$ cat config.mk
export PLATFORM = sky130hd
export DESIGN_NAME = run_ctrl_flat
export DESIGN_NICKNAME = d
export VERILOG_FILES = /design/src/rtl/run_ctrl_pkg.sv /design/src/rtl/run_ctrl_if.sv /design/src/rtl/sat_counter.sv /design/src/rtl/run_ctrl.sv /design/src/flat_wrapper.sv
export SDC_FILE = /design/constraint.sdc
export NUM_CORES = 1
export LEC_CHECK = 0
export ABC_AREA = 1
export BUFFER_PORTS_ARGS = -buffer_cell sky130_fd_sc_hd__clkbuf_2
export CORE_MARGIN = 1
export CORE_UTILIZATION = 35
export CTS_CLUSTER_SIZE = 12
export DETAILED_ROUTE_END_ITERATION = 7
export PLACE_DENSITY = 0.67
export SLEW_MARGIN = 20
export SYNTH_ARGS = -nofsm -noshare
export SYNTH_HDL_FRONTEND = slang
export SYNTH_HIERARCHICAL = 1
export SYNTH_SLANG_ARGS = --single-unit
$ cat constraint.sdc
create_clock -name clk -period 1.95 [get_ports clk]
set_input_delay 0.0975 -clock clk [delete_from_list [all_inputs] [get_ports clk]]
set_output_delay 0.0975 -clock clk [all_outputs]
set_load 0.02 [all_outputs]
$ cat src/rtl/run_ctrl_pkg.sv
// run_ctrl_pkg: shared types and constants for the run controller.
//   run_state_e  - FSM state encoding, also exported on state_o
//   RST_CNT_W    - reset-hold counter width for the default hold length
package run_ctrl_pkg;

  typedef enum logic [2:0] {
    IDLE        = 3'd0,
    CORE_RST    = 3'd1,
    LOAD_REQ    = 3'd2,
    LOAD_WAIT   = 3'd3,
    WAIT_UNHALT = 3'd4,
    RUN         = 3'd5,
    PAUSE       = 3'd6,
    DONE        = 3'd7
  } run_state_e;

  localparam int RST_CYCLES_DEF = 8;
  localparam int RST_CNT_W      = $clog2(RST_CYCLES_DEF + 1);

endpackage

$ cat src/rtl/run_ctrl_if.sv
// run_ctrl_if: DMA request channel between the run controller and the DMA engine.
//   dma_req/dma_addr/dma_size : request from the controller (master)
//   dma_ack                   : engine accepted the request
//   dma_done                  : transfer complete pulse
interface run_ctrl_if #(
  parameter int ADDR_WIDTH = 64,
  parameter int SIZE_WIDTH = 16
) ();
  logic                  dma_req;
  logic [ADDR_WIDTH-1:0] dma_addr;
  logic [SIZE_WIDTH-1:0] dma_size;
  logic                  dma_ack;
  logic                  dma_done;

  modport master (output dma_req, dma_addr, dma_size, input dma_ack, dma_done);
  modport slave  (input dma_req, dma_addr, dma_size, output dma_ack, dma_done);
endinterface

$ cat src/rtl/sat_counter.sv
// sat_counter: up-counter that sticks at all-ones.
//   clr   : synchronous clear (wins over en)
//   en    : count enable
//   count : current value
module sat_counter #(
  parameter int WIDTH = 48
) (
  input  logic             clk,
  input  logic             rst_n,
  input  logic             clr,
  input  logic             en,
  output logic [WIDTH-1:0] count
);

  always_ff @(posedge clk or negedge rst_n) begin
    if (!rst_n)
      count <= '0;
    else if (clr)
      count <= '0;
    else if (en && !(&count))
      count <= count + 1'b1;
  end

endmodule

$ cat src/rtl/run_ctrl.sv
// run_ctrl: sequences the accelerator core from MMIO control values.
// Holds the core in reset, loads the program image by one DMA request,
// releases reset, gates execution with unhalt and counts run cycles until
// halt or timeout.
//   go/soft_reset/unhalt/start_addr/prog_size : MMIO control inputs
//   dma                                       : DMA request channel (master)
//   core_rst/core_run/core_halt               : core control
//   done/timed_out/busy/cycle_count/state_o   : status to the MMIO read side
//
// state       | meaning
// IDLE        | core held in reset, waiting for go
// CORE_RST    | reset hold, down-counting RST_CYCLES
// LOAD_REQ    | DMA request raised, waiting for ack
// LOAD_WAIT   | DMA accepted, waiting for dma_done
// WAIT_UNHALT | core out of reset, waiting for unhalt
// RUN         | core executing, cycles counted
// PAUSE       | unhalt dropped, count frozen
// DONE        | halted or timed out, results held
module run_ctrl
  import run_ctrl_pkg::*;
#(
  parameter int ADDR_WIDTH = 64,
  parameter int SIZE_WIDTH = 16,
  parameter int CNT_WIDTH  = 48,
  parameter int RST_CYCLES = RST_CYCLES_DEF,
  parameter int TIMEOUT    = 0
) (
  input  logic                  clk,
  input  logic                  rst_n,
  input  logic                  go,
  input  logic                  soft_reset,
  input  logic                  unhalt,
  input  logic [ADDR_WIDTH-1:0] start_addr,
  input  logic [SIZE_WIDTH-1:0] prog_size,
  run_ctrl_if.master            dma,
  output logic                  core_rst,
  output logic                  core_run,
  input  logic                  core_halt,
  output logic                  done,
  output logic                  timed_out,
  output logic                  busy,
  output logic [CNT_WIDTH-1:0]  cycle_count,
  output logic [2:0]            state_o
);

  localparam int RST_W = $clog2(RST_CYCLES + 1);
  localparam logic [RST_W-1:0] RST_LOAD = RST_W'(RST_CYCLES);
  localparam bit TO_EN = (TIMEOUT != 0);
  localparam logic [CNT_WIDTH-1:0] TO_LAST = CNT_WIDTH'(TIMEOUT - 1);

  run_state_e            state, state_d;
  logic [RST_W-1:0]      rst_cnt, rst_cnt_d;
  logic [ADDR_WIDTH-1:0] addr_q;
  logic [SIZE_WIDTH-1:0] size_q;
  logic                  to_q, to_d;
  logic                  start;
  logic                  limit_hit;

  // >= rather than == so a run paused exactly on the limit still ends
  // on its first cycle back in RUN.
  assign limit_hit = TO_EN && (cycle_count >= TO_LAST);

  always_comb begin
    state_d   = state;
    rst_cnt_d = rst_cnt;
    to_d      = to_q;
    start     = 1'b0;
    if (soft_reset) begin
      state_d = IDLE;
      to_d    = 1'b0;
    end else if (go && (state == IDLE || state == DONE)) begin
      state_d   = CORE_RST;
      rst_cnt_d = RST_LOAD;
      to_d      = 1'b0;
      start     = 1'b1;
    end else begin
      case (state)
        CORE_RST: begin
          rst_cnt_d = rst_cnt - 1'b1;
          if (rst_cnt <= RST_W'(1))
            state_d = (size_q == '0) ? WAIT_UNHALT : LOAD_REQ;
        end
        LOAD_REQ:    if (dma.dma_ack) state_d = LOAD_WAIT;
        LOAD_WAIT:   if (dma.dma_done) state_d = WAIT_UNHALT;
        WAIT_UNHALT: if (unhalt) state_d = RUN;
        RUN: begin
          if (core_halt)
            state_d = DONE;
          else if (!unhalt)
            state_d = PAUSE;
          else if (limit_hit) begin
            state_d = DONE;
            to_d    = 1'b1;
          end
        end
        PAUSE:       if (unhalt) state_d = RUN;
        default:     state_d = state;
      endcase
    end
  end

  always_ff @(posedge clk or negedge rst_n) begin
    if (!rst_n) begin
      state   <= IDLE;
      rst_cnt <= '0;
      addr_q  <= '0;
      size_q  <= '0;
      to_q    <= 1'b0;
    end else begin
      state   <= state_d;
      rst_cnt <= rst_cnt_d;
      to_q    <= to_d;
      if (start) begin
        addr_q <= start_addr;
        size_q <= prog_size;
      end
    end
  end

  sat_counter #(.WIDTH(CNT_WIDTH)) u_cycles (
    .clk   (clk),
    .rst_n (rst_n),
    .clr   (soft_reset | start),
    .en    (state == RUN),
    .count (cycle_count)
  );

  assign core_rst     = (state == IDLE) || (state == CORE_RST) ||
                        (state == LOAD_REQ) || (state == LOAD_WAIT);
  assign core_run     = (state == RUN);
  assign done         = (state == DONE);
  assign timed_out    = to_q;
  assign busy         = (state != IDLE) && (state != DONE);
  assign state_o      = state;
  assign dma.dma_req  = (state == LOAD_REQ);
  assign dma.dma_addr = addr_q;
  assign dma.dma_size = size_q;

endmodule

$ cat src/flat_wrapper.sv
// flat-port wrapper written by rule: the top's interface ports become plain ports
module run_ctrl_flat import run_ctrl_pkg::*;
#(
  parameter int ADDR_WIDTH = 64,
  parameter int SIZE_WIDTH = 16,
  parameter int CNT_WIDTH  = 48,
  parameter int RST_CYCLES = RST_CYCLES_DEF,
  parameter int TIMEOUT    = 0
)
  (clk, rst_n, go, soft_reset, unhalt, start_addr, prog_size, core_rst, core_run, core_halt, done, timed_out, busy, cycle_count, state_o, dma_dma_req, dma_dma_addr, dma_dma_size, dma_dma_ack, dma_dma_done);
  run_ctrl_if #(.ADDR_WIDTH(ADDR_WIDTH), .SIZE_WIDTH(SIZE_WIDTH)) dma_i ();
  input  logic clk;
  input  logic rst_n;
  input  logic go;
  input  logic soft_reset;
  input  logic unhalt;
  input  logic [ADDR_WIDTH-1:0] start_addr;
  input  logic [SIZE_WIDTH-1:0] prog_size;
  output logic core_rst;
  output logic core_run;
  input  logic core_halt;
  output logic done;
  output logic timed_out;
  output logic busy;
  output logic [CNT_WIDTH-1:0] cycle_count;
  output logic [2:0] state_o;
  output wire logic [$bits(dma_i.dma_req)-1:0] dma_dma_req;
  output wire logic [$bits(dma_i.dma_addr)-1:0] dma_dma_addr;
  output wire logic [$bits(dma_i.dma_size)-1:0] dma_dma_size;
  input wire logic [$bits(dma_i.dma_ack)-1:0] dma_dma_ack;
  input wire logic [$bits(dma_i.dma_done)-1:0] dma_dma_done;
  assign dma_dma_req = dma_i.dma_req;
  assign dma_dma_addr = dma_i.dma_addr;
  assign dma_dma_size = dma_i.dma_size;
  assign dma_i.dma_ack = dma_dma_ack;
  assign dma_i.dma_done = dma_dma_done;
  run_ctrl #(.ADDR_WIDTH(ADDR_WIDTH), .SIZE_WIDTH(SIZE_WIDTH), .CNT_WIDTH(CNT_WIDTH), .RST_CYCLES(RST_CYCLES), .TIMEOUT(TIMEOUT)) u_core (.clk(clk), .rst_n(rst_n), .go(go), .soft_reset(soft_reset), .unhalt(unhalt), .start_addr(start_addr), .prog_size(prog_size), .dma(dma_i), .core_rst(core_rst), .core_run(core_run), .core_halt(core_halt), .done(done), .timed_out(timed_out), .busy(busy), .cycle_count(cycle_count), .state_o(state_o));
endmodule
==> impl_metrics.csv, run 1 <==
group,metric,value,unit
clock_network,numCtsBuffers,17,
final_layout,seq_area,3380,µm²
final_layout,drive_gt1_share,24.0,%
critical_path,cp-endpoint,"u_core/u_cycles/count[22]$_DFFE_PN0P_",
synthesis,synth_seq_cells,135,
place,dp_hpwl,15500,µm
place,gp_congestion,0.924,
clock_network,clk_pin_slew,60,ps
global_route,use_met3,5.96,%
synthesis,synth_nets,1103,
synthesis,synth_cells,1012,
floorplanning,dieArea,20900,µm²
clock_network,clock_sink_count,135,
floorplanning,boundaryPins,225,
final_layout,layout_common_cells,"nand2_1 (490), clkbuf_2 (222), dfrtp_1 (132)",
timing,report.final.hold_viol_count,0,
floorplanning,rows,51,
synthesis,yosys_warnings,6,
worst_hold_path,whs_path_depth,4,
final_layout,fillCellCount,1844,
synthesis,synth_area,7130,µm²
timing,setup_ws,131,ps
routing,vias,7673,
routing,first_pass_iters,5,
floorplanning,core_area,19700,µm²
global_route,antenna_found_initial,0,
place,io_buffer_count,223,
critical_path,crit_required,2300,ps
synthesis,synth_flop_cell,"dfrtp_1",
timing,holdWs,102,ps
critical_path,ff2ff_path_depth,11,
critical_path,critPathMaxFanout,17,
clock_network,clockBufferDepth,2,
final_layout,mostFrequentLayoutCell,"nand2_1",
global_route,grt_pass1_vias,7252,
floorplanning,start_util,36.2,%
timing,post-route-period-util,93.3,%
routing,viasPerCell,4.73,
clock_network,clock_latency,420,ps
routing,antenna_left,0,
routing,detail_route.wl_per_cell,14.1,µm
timing,final.min_clock_period,1820,ps
clock_network,cts_tree,"yes",
critical_path,reg2reg_from,"u_core/u_cycles/count[20]$_DFFE_PN0P_",
synthesis,synth_edf_count,0,
flow_run,drv_cap,0,
synthesis,syn_area_per_cell,7.04,µm²
final_layout,final_cell_area,10200,µm²
synthesis,synth_top_area_share,47.4,%
critical_path,critical_path_class,"register to register",
critical_path,crit_start,"u_core/u_cycles/count[20]$_DFFE_PN0P_",
timing,rsz0062_at_grt,"false",
power_and_ir_drop,worst_ir_drop_vdd,0.805,mV
critical_path,arrival,2160,ps
global_route,grtUsageTotal,22.3,%
global_route,overflow,0,
synthesis,synth_top_area_cell,"dfrtp_1",
clock_network,clockRootBuffer,"clkbuf_16",
power_and_ir_drop,p_per_area,1150,nW/µm²
worst_hold_path,holdCritPathClass,"input port to register",
outcome,status,"finished, final reports clean",
timing,slew_viol_final,0,
synthesis,ys_types,30,
power_and_ir_drop,p_leak,5.39,nW
floorplanning,die_h,145,µm
global_route,grt_max_degree,81,
synthesis,synth-seq-area-share,47.4,%
routing,wl,22800,µm
global_route,use_met2,37.4,%
power_and_ir_drop,p_total,11.8,mW
critical_path,r2r_setup_slack,130,ps
global_route,grt_pass1_wl,36000,µm
critical_path,start_kind,"register",
critical_path,endpoint_kind,"register",
final_layout,fin_nets,1434,
global_route,grt-busiest-layer,"met2",
timing,setup_tns,0,ps
synthesis,async_reset_ff_share,100,%
floorplanning,die_w,145,µm
synthesis,netlist_top_cells_area,"dfrtp_1 (47%), nand2_1 (26%), nor2_1 (6.2%)",
place,post_dp_cell_area,8730,µm²
timing,clock.fmax,550,MHz
final_layout,diodes,0,
final_layout,multi_input_area,3260,µm²
clock_network,cts.htree.levels,4,
final_layout,area.growth.synth_to_final,43.4,%
timing,finClkSkew,8.41,ps
global_route,met1_usage,27.4,%
routing,route.detailed.drc,0,
place,preCtsSetupSlack,130,ps
routing,dr.first_iter.drc_count,602,
critical_path,r2r-end,"u_core/u_cycles/count[22]$_DFFE_PN0P_",
timing,setup_viol,0,
## sequential cells by signal (all words and copies together), names as in the netlist
| signal | flops |
|---|---|
| u_core/dma.dma_addr | 64 |
| u_core/dma.dma_size | 16 |
| u_core/rst_cnt | 4 |
| u_core/state_o | 3 |
| u_core/u_cycles/count | 48 |
## area by class of cell
class                   instances  area share (%)
well taps                     265            3.24
multi-input cells             767            31.9
flip-flops and latches        135            33.1
clock inverters                14            1.84
repair buffers                348            23.0
clock buffers                  18            4.20
inverters                      74            2.74
## critical path, stage by stage, from the launching register on
cell and delay (ps):
dfrtp_1 460, nand2_1 140, nor2_2 190, nand2_2 110
nor2_4 160, nand3_2 90, nand2_2 100, nand2_4 100
inv_4 100, buf_12 160, nand2_1 60, nand2_1 90
## per-stage QoR
step | instances | util, %
after floorplan | 1012 | -
final | 1621 | 51.8
after global routing | 1621 | 51.8
after CTS | 1618 | 51.5
after detailed placement | 1505 | 44.3
after global placement | 1505 | 44.3
## cells in the mapped netlist, types with 3 or more instances
cell      instances
a21oi_1          14
buf_6            10
nor3_1            4
clkbuf_1          3
dfrtp_1         135
inv_1            71
nand2_2           4
nor2_2            3
xor2_1           10
o21ai_1          17
nor2_1          118
nand3_1          61
buf_1             3
nor2_4            5
nand4_1          24
nand2_1         493
ha_1              3
buf_2            18
## logic make-up after synthesis
family | after synthesis | synth area share (%)
DFF | 135 | 47.4
buffers and inverters | 110 | 7.28
AOI/OAI and AO/OA | 35 | 2.54
other | 1 | 0.0526
adders and majority gates | 3 | 0.527
and+or+nand+nor | 716 | 40.7
xor gates and xnor gates | 12 | 1.47
## worst min path at each step
stage	end	startpoint	slack, ps
2_1_floorplan	u_core/dma.dma_addr[0]$_DFFE_PN0P_	rst_n	-200
3_3_place_gp	u_core/dma.dma_addr[53]$_DFFE_PN0P_	rst_n	70
3_5_place_dp	u_core/dma.dma_addr[59]$_DFFE_PN0P_	rst_n	70
4_1_cts	u_core/rst_cnt[3]$_DFFE_PN0P_	soft_reset	90
5_1_grt	u_core/rst_cnt[3]$_DFFE_PN0P_	soft_reset	110
6_report	u_core/rst_cnt[3]$_DFFE_PN0P_	soft_reset	100
## report_power, final
| group | internal (mW) | switching (mW) | total [mW] |
|---|---|---|---|
| logic | 1.39 | 2.80 | 4.19 |
| registers | 3.64 | 0.551 | 4.19 |
| clock network | 2.05 | 1.36 | 3.42 |
| total | 7.08 | 4.72 | 11.8 |
## what timing repair did
| item | 4_1_cts | 5_1_grt |
|---|---|---|
| hold buffers | 81 | 0 |
| resized for setup | 0 | 11 |
| setup endpoints to repair | 0 | 45 |
| endpoints found under the hold margin | 124 | 0 |
| buffers inserted | 0 | 2 |
## routing by layer
metal | up-vias | part of all wire [%]
li1 | 3780 | -
met1 | 3550 | 42
met2 | 304 | 48
met3 | 39 | 8.0
met4 | 0 | 2.0
met5 | - | 0
Note: power is estimated with default switching activity, not from simulation.
==> run 2: changes to the inputs <==
Settings changed: CORE_MARGIN 1 to 3, PLACE_DENSITY 0.67 to 0.64.
Clock period 1.95 ns to 1.98 ns, I/O delays scaled along.
==> impl_metrics.csv, run 2 (synthesis gave the netlist of run 1 again) <==
group,metric,value,unit
flow_run,drv_cap,0,
clock_network,clk_pin_slew,60,ps
timing,slew_viol_final,0,
routing,antenna_left,0,
final_layout,layout_common_cells,"nand2_1 (493), clkbuf_2 (222), dfrtp_1 (134)",
global_route,overflow,0,
routing,met1_length,9700,µm
critical_path,slowest_stage,"dfrtp_1",
clock_network,clockBufferDepth,2,
worst_hold_path,holdCritPathClass,"input port to register",
final_layout,area.growth.synth_to_final,42.3,%
clock_network,clockRootBuffer,"clkbuf_16",
routing,vias,7541,
timing,setup_viol,0,
place,dp_hpwl,16500,µm
global_route,antenna_found_initial,1,
clock_network,clock_sink_count,135,
timing,clock.fmax,549,MHz
critical_path,slowest_delay,390,ps
final_layout,final_cell_area,10100,µm²
power_and_ir_drop,p_per_area,1130,nW/µm²
power_and_ir_drop,worst_ir_drop_vdd,0.759,mV
critical_path,arrival,2120,ps
routing,route.detailed.drc,0,
clock_network,clock_latency,430,ps
final_layout,drive_gt1_share,23.6,%
global_route,grt_max_degree,70,
floorplanning,core_area,19700,µm²
place,post_dp_cell_area,8710,µm²
timing,slew-limit-headroom,60.0,%
timing,final.min_clock_period,1820,ps
routing,wl,23700,µm
final_layout,fin_nets,1434,
critical_path,start_kind,"register",
worst_hold_path,whs_path_depth,4,
critical_path,ff2ff_path_depth,11,
global_route,grt_pass1_wl,38500,µm
clock_network,numCtsBuffers,17,
routing,dr_wl_met2,11600,µm
critical_path,critPathMaxFanout,21,
timing,finClkSkew,10.4,ps
timing,setup_ws,160,ps
global_route,grtUsageTotal,21.9,%
place,io_buffer_count,223,
clock_network,cts.htree.levels,4,
routing,first_pass_iters,7,
timing,worst_pin_slew,600,ps
timing,rsz0062_at_grt,"true",
floorplanning,die_w,149,µm
floorplanning,dieArea,22100,µm²
final_layout,fillCellCount,1900,
place,preCtsSetupSlack,172,ps
timing,holdWs,149,ps
final_layout,largest_reg_flops,64,
outcome,status,"finished, final reports clean",
routing,dr.first_iter.drc_count,602,
floorplanning,die_h,149,µm
power_and_ir_drop,p_leak,5.36,nW
critical_path,path_cells,"ha_1 > nand2_1 > nor2_4 > nand2_2 > nor2_4 > nand3_2 > nand2_2 > inv_1 > buf_4 > nand3_1 > nand2_1",
final_layout,mostFrequentLayoutCell,"nand2_1",
place,gp_congestion,0.930,
critical_path,crit_required,2280,ps
power_and_ir_drop,p_total,11.5,mW
global_route,grt_pass1_vias,7560,
timing,post-route-period-util,91.9,%
floorplanning,start_util,36.2,%
floorplanning,boundaryPins,225,
clock_network,cts_tree,"yes",
routing,wl_met3,1930,µm
timing,report.final.hold_viol_count,0,
critical_path,critical_path_class,"register to register",
routing,detail_route.wl_per_cell,14.6,µm
routing,top_layer,"met4",
timing,setup_tns,0,ps
critical_path,endpoint_kind,"register",
routing,viasPerCell,4.65,
floorplanning,rows,51,
==> run 2: cell types whose count changed in the layout (fill, tap and decap cells not counted), moves of 2 or more <==
cell	delta
clkinv_2	+4
buf_6	+2
nand2_2	-2
dfrtp_2	-2
buf_12	-2
inv_8	-2
nand2_1	+3
dfrtp_1	+2
==> run 2: power breakdown <==
| part | total [mW] | internal (mW) | switching (mW) | leakage, nW |
|---|---|---|---|---|
| Sequential | 4.13 | 3.58 | 0.545 | 1.76 |
| Clock | 3.28 | 1.99 | 1.29 | 0.290 |
| Combinational | 4.07 | 1.33 | 2.74 | 3.31 |
==> run 2: path summary, 6_finish.rpt <==
| path | from | to | slack (ps) |
|---|---|---|---|
| min reg2reg | u_core/dma.dma_addr[21]$_DFFE_PN0P_ | u_core/dma.dma_addr[21]$_DFFE_PN0P_ | 470 |
| max | u_core/u_cycles/count[1]$_DFFE_PN0P_ | u_core/u_cycles/count[37]$_DFFE_PN0P_ | 160 |
| min in group asynchronous | rst_n | u_core/u_cycles/count[21]$_DFFE_PN0P_ | 240 |
| max reg2reg | u_core/u_cycles/count[1]$_DFFE_PN0P_ | u_core/u_cycles/count[37]$_DFFE_PN0P_ | 160 |
| max in group asynchronous | rst_n | u_core/u_cycles/count[33]$_DFFE_PN0P_ | 1120 |
| min | soft_reset | u_core/rst_cnt[0]$_DFFE_PN0P_ | 150 |
==> run 2: cell type report <==
type                            instances  area [µm²]  share of cell area [%]
Antenna cell                            1        2.50                  0.0247
Timing Repair Buffer                  348        2320                    22.9
Inverter                               74         279                    2.75
Tap cell                              265         332                    3.27
Clock buffer                           17         425                    4.19
Sequential cell                       135        3380                    33.3
Multi-Input combinational cell        767        3240                    31.9
Clock inverter                         14         173                    1.70
==> run 2: worst max-delay path: cells and delay by family (launching register included) <==
| kind | cells | cell delay, ps |
|---|---|---|
| buffers and inverters | 2 | 260 |
| DFF | 1 | 390 |
| and+or+nand+nor | 8 | 870 |
| adders and majority gates | 1 | 180 |
==> run 2: routing by layer <==
| layer | GRT usage, % | vias up |
|---|---|---|
| li1 | - | 3791 |
| met1 | 26.5 | 3452 |
| met2 | 38.0 | 268 |
| met3 | 6.00 | 30 |
| met4 | 6.61 | 0 |
| met5 | 0 | - |
==> run 2: metrics by stage <==
step	std cells	util [%]
5_1_grt	1621	51.5
3_5_place_dp	1506	44.2
4_1_cts	1618	51.3
2_1_floorplan	1012	-
6_report	1621	51.5
3_3_place_gp	1506	44.2
==> run 2: repair_timing <==
| action | CTS | global route |
|---|---|---|
| buffers inserted | 0 | 2 |
| resized for setup | 0 | 4 |
| hold buffers | 81 | 0 |
| setup endpoints to repair | 0 | 21 |
| endpoints found under the hold margin | 136 | 0 |
==> run 3: changes to the inputs <==
Settings changed: CORE_ASPECT_RATIO from default to 0.75, CORE_MARGIN 3 to 2.
==> impl_metrics.csv, run 3 (synthesis gave the netlist of run 1 again) <==
group,metric,value,unit
clock_network,clockRootBuffer,"clkbuf_16",
floorplanning,boundaryPins,225,
clock_network,clockBufferDepth,2,
critical_path,endpoint_kind,"register",
timing,slew_viol_final,0,
floorplanning,core_area,20100,µm²
power_and_ir_drop,seq_power_share,36.1,%
critical_path,reg2reg_from,"u_core/u_cycles/count[1]$_DFFE_PN0P_",
routing,wl,23100,µm
global_route,antenna_found_initial,0,
timing,rsz0062_at_grt,"true",
global_route,grt_max_degree,81,
routing,vias,7695,
final_layout,largest_reg_flops,64,
power_and_ir_drop,comb_power_share,36.3,%
place,preCtsSetupSlack,81.1,ps
critical_path,r2r_setup_slack,110,ps
power_and_ir_drop,sw_frac_of_total,40.4,%
floorplanning,dieArea,21500,µm²
critical_path,critPathMaxFanout,17,
clock_network,clock_sink_count,135,
routing,viasPerCell,4.74,
final_layout,layout_common_cells,"nand2_1 (492), clkbuf_2 (222), dfrtp_1 (131)",
floorplanning,die_w,169,µm
routing,dr.first_iter.drc_count,538,
power_and_ir_drop,p_int,6.79,mW
critical_path,crit_required,2330,ps
power_and_ir_drop,p_total,11.4,mW
critical_path,crit_start,"u_core/u_cycles/count[1]$_DFFE_PN0P_",
timing,setup_ws,112,ps
power_and_ir_drop,p_per_area,1110,nW/µm²
final_layout,area.growth.synth_to_final,43.8,%
routing,detail_route.wl_per_cell,14.3,µm
final_layout,mostFrequentLayoutCell,"nand2_1",
global_route,overflow,0,
place,dp_hpwl,16300,µm
floorplanning,start_util,35.5,%
global_route,grt_pass1_wl,36500,µm
routing,antenna_left,0,
global_route,grt_pass1_vias,7197,
power_and_ir_drop,p_leak,5.41,nW
timing,report.final.hold_viol_count,0,
timing,slew-limit-headroom,64.5,%
final_layout,fin_nets,1443,
timing,post-route-period-util,94.4,%
floorplanning,die_h,128,µm
critical_path,cp-endpoint,"u_core/u_cycles/count[19]$_DFFE_PN0P_",
power_and_ir_drop,clkPwrFrac,27.6,%
critical_path,critical_path_class,"register to register",
power_and_ir_drop,p_sw,4.60,mW
place,io_buffer_count,223,
worst_hold_path,holdCritPathClass,"input port to register",
global_route,grtUsageTotal,21.5,%
final_layout,fillCellCount,1940,
clock_network,cts.htree.levels,4,
final_layout,drive_gt1_share,24.6,%
critical_path,ff2ff_path_depth,12,
floorplanning,rows,45,
final_layout,seq_area,3380,µm²
place,gp_congestion,0.939,
timing,worst_pin_slew,533,ps
final_layout,multi_input_area,3280,µm²
clock_network,clk_pin_slew,60,ps
clock_network,clock_latency,420,ps
timing,clock.fmax,535,MHz
routing,first_pass_iters,5,
critical_path,r2r-end,"u_core/u_cycles/count[19]$_DFFE_PN0P_",
critical_path,start_kind,"register",
clock_network,cts_tree,"yes",
flow_run,drv_cap,0,
timing,finClkSkew,12.8,ps
clock_network,numCtsBuffers,17,
timing,setup_viol,0,
routing,route.detailed.drc,0,
outcome,status,"finished, final reports clean",
timing,final.min_clock_period,1870,ps
power_and_ir_drop,worst_ir_drop_vdd,0.742,mV
critical_path,arrival,2220,ps
final_layout,diodes,0,
==> run 3: cell count changes in the layout (fill, tap and decap cells not counted), moves of 2 or more <==
cell	before	now
buf_4	38	46
dfrtp_1	134	131
dfrtp_2	1	4
buf_12	4	6
buf_6	3	1
bufinv_16	3	1
clkinv_2	4	2
inv_6	4	6
inv_8	0	2
nor2_4	5	7
==> run 3: how the worst min path moves through the flow <==
stage               startpoint                             endpoint  slack (ps)  cells after the start
floorplan                rst_n   u_core/dma.dma_addr[0]$_DFFE_PN0P_        -200                      0
global placement         rst_n  u_core/dma.dma_addr[12]$_DFFE_PN0P_          90                      1
detailed placement       rst_n  u_core/dma.dma_addr[12]$_DFFE_PN0P_          90                      1
CTS                 soft_reset        u_core/rst_cnt[3]$_DFFE_PN0P_         100                      4
global route        soft_reset        u_core/rst_cnt[3]$_DFFE_PN0P_         110                      4
finish              soft_reset        u_core/rst_cnt[3]$_DFFE_PN0P_         100                      4
==> run 3: power groups by stage <==
| stage | combinational (mW) | clock (mW) | sequential, mW |
|---|---|---|---|
| finish | 4.13 | 3.15 | 4.11 |
| global route | 4.54 | 3.34 | 4.22 |
| CTS | 4.08 | 3.23 | 4.10 |
| detailed placement | 3.96 | 0 | 4.12 |
| global placement | 3.90 | 0 | 4.11 |
| floorplan | 1.54 | 0 | 5.04 |
==> run 3: layout make-up <==
type                            instances  area share (%)
Clock buffer                           18            4.28
Clock inverter                         14            1.35
Inverter                               74            2.76
Multi-Input combinational cell        767            32.0
Sequential cell                       135            33.0
Tap cell                              258            3.15
Timing Repair Buffer                  357            23.5
==> run 3: critical path, cell delays in order, from the launching register on <==
cell and delay (ps):
dfrtp_1 410, ha_2 210, nand2_2 70, nor2_4 190, nand2_4 90, nor2_4 130
nand3_2 100, nand2_4 100, nand2_8 110, inv_6 90, buf_12 140, nand2_1 70
nand2_1 80
==> run 3: repair_timing <==
action                                  CTS  global route
resized for setup                         0            16
buffers inserted                          0             6
hold buffers                             82             0
endpoints found under the setup margin    0            46
endpoints found under the hold margin   126             0
==> run 3: metal layers <==
metal	share of wire, %	global-route usage, %
met1	45	29.2
met2	45	33.8
met3	7.5	4.96
met4	2.7	7.81
met5	0	0
==> run 3: metrics by stage <==
stage	instance area [µm²]	TNS [ps]	util, %	std cells	hold slack (ps)
2_1_floorplan	7130	0	-	1012	-197
3_3_place_gp	8760	0	43.6	1503	87.5
3_5_place_dp	8760	0	43.6	1503	93.3
4_1_cts	10200	0	50.5	1617	103
5_1_grt	10300	-30.3	51.0	1623	111
6_report	10300	0	51.0	1623	97.5
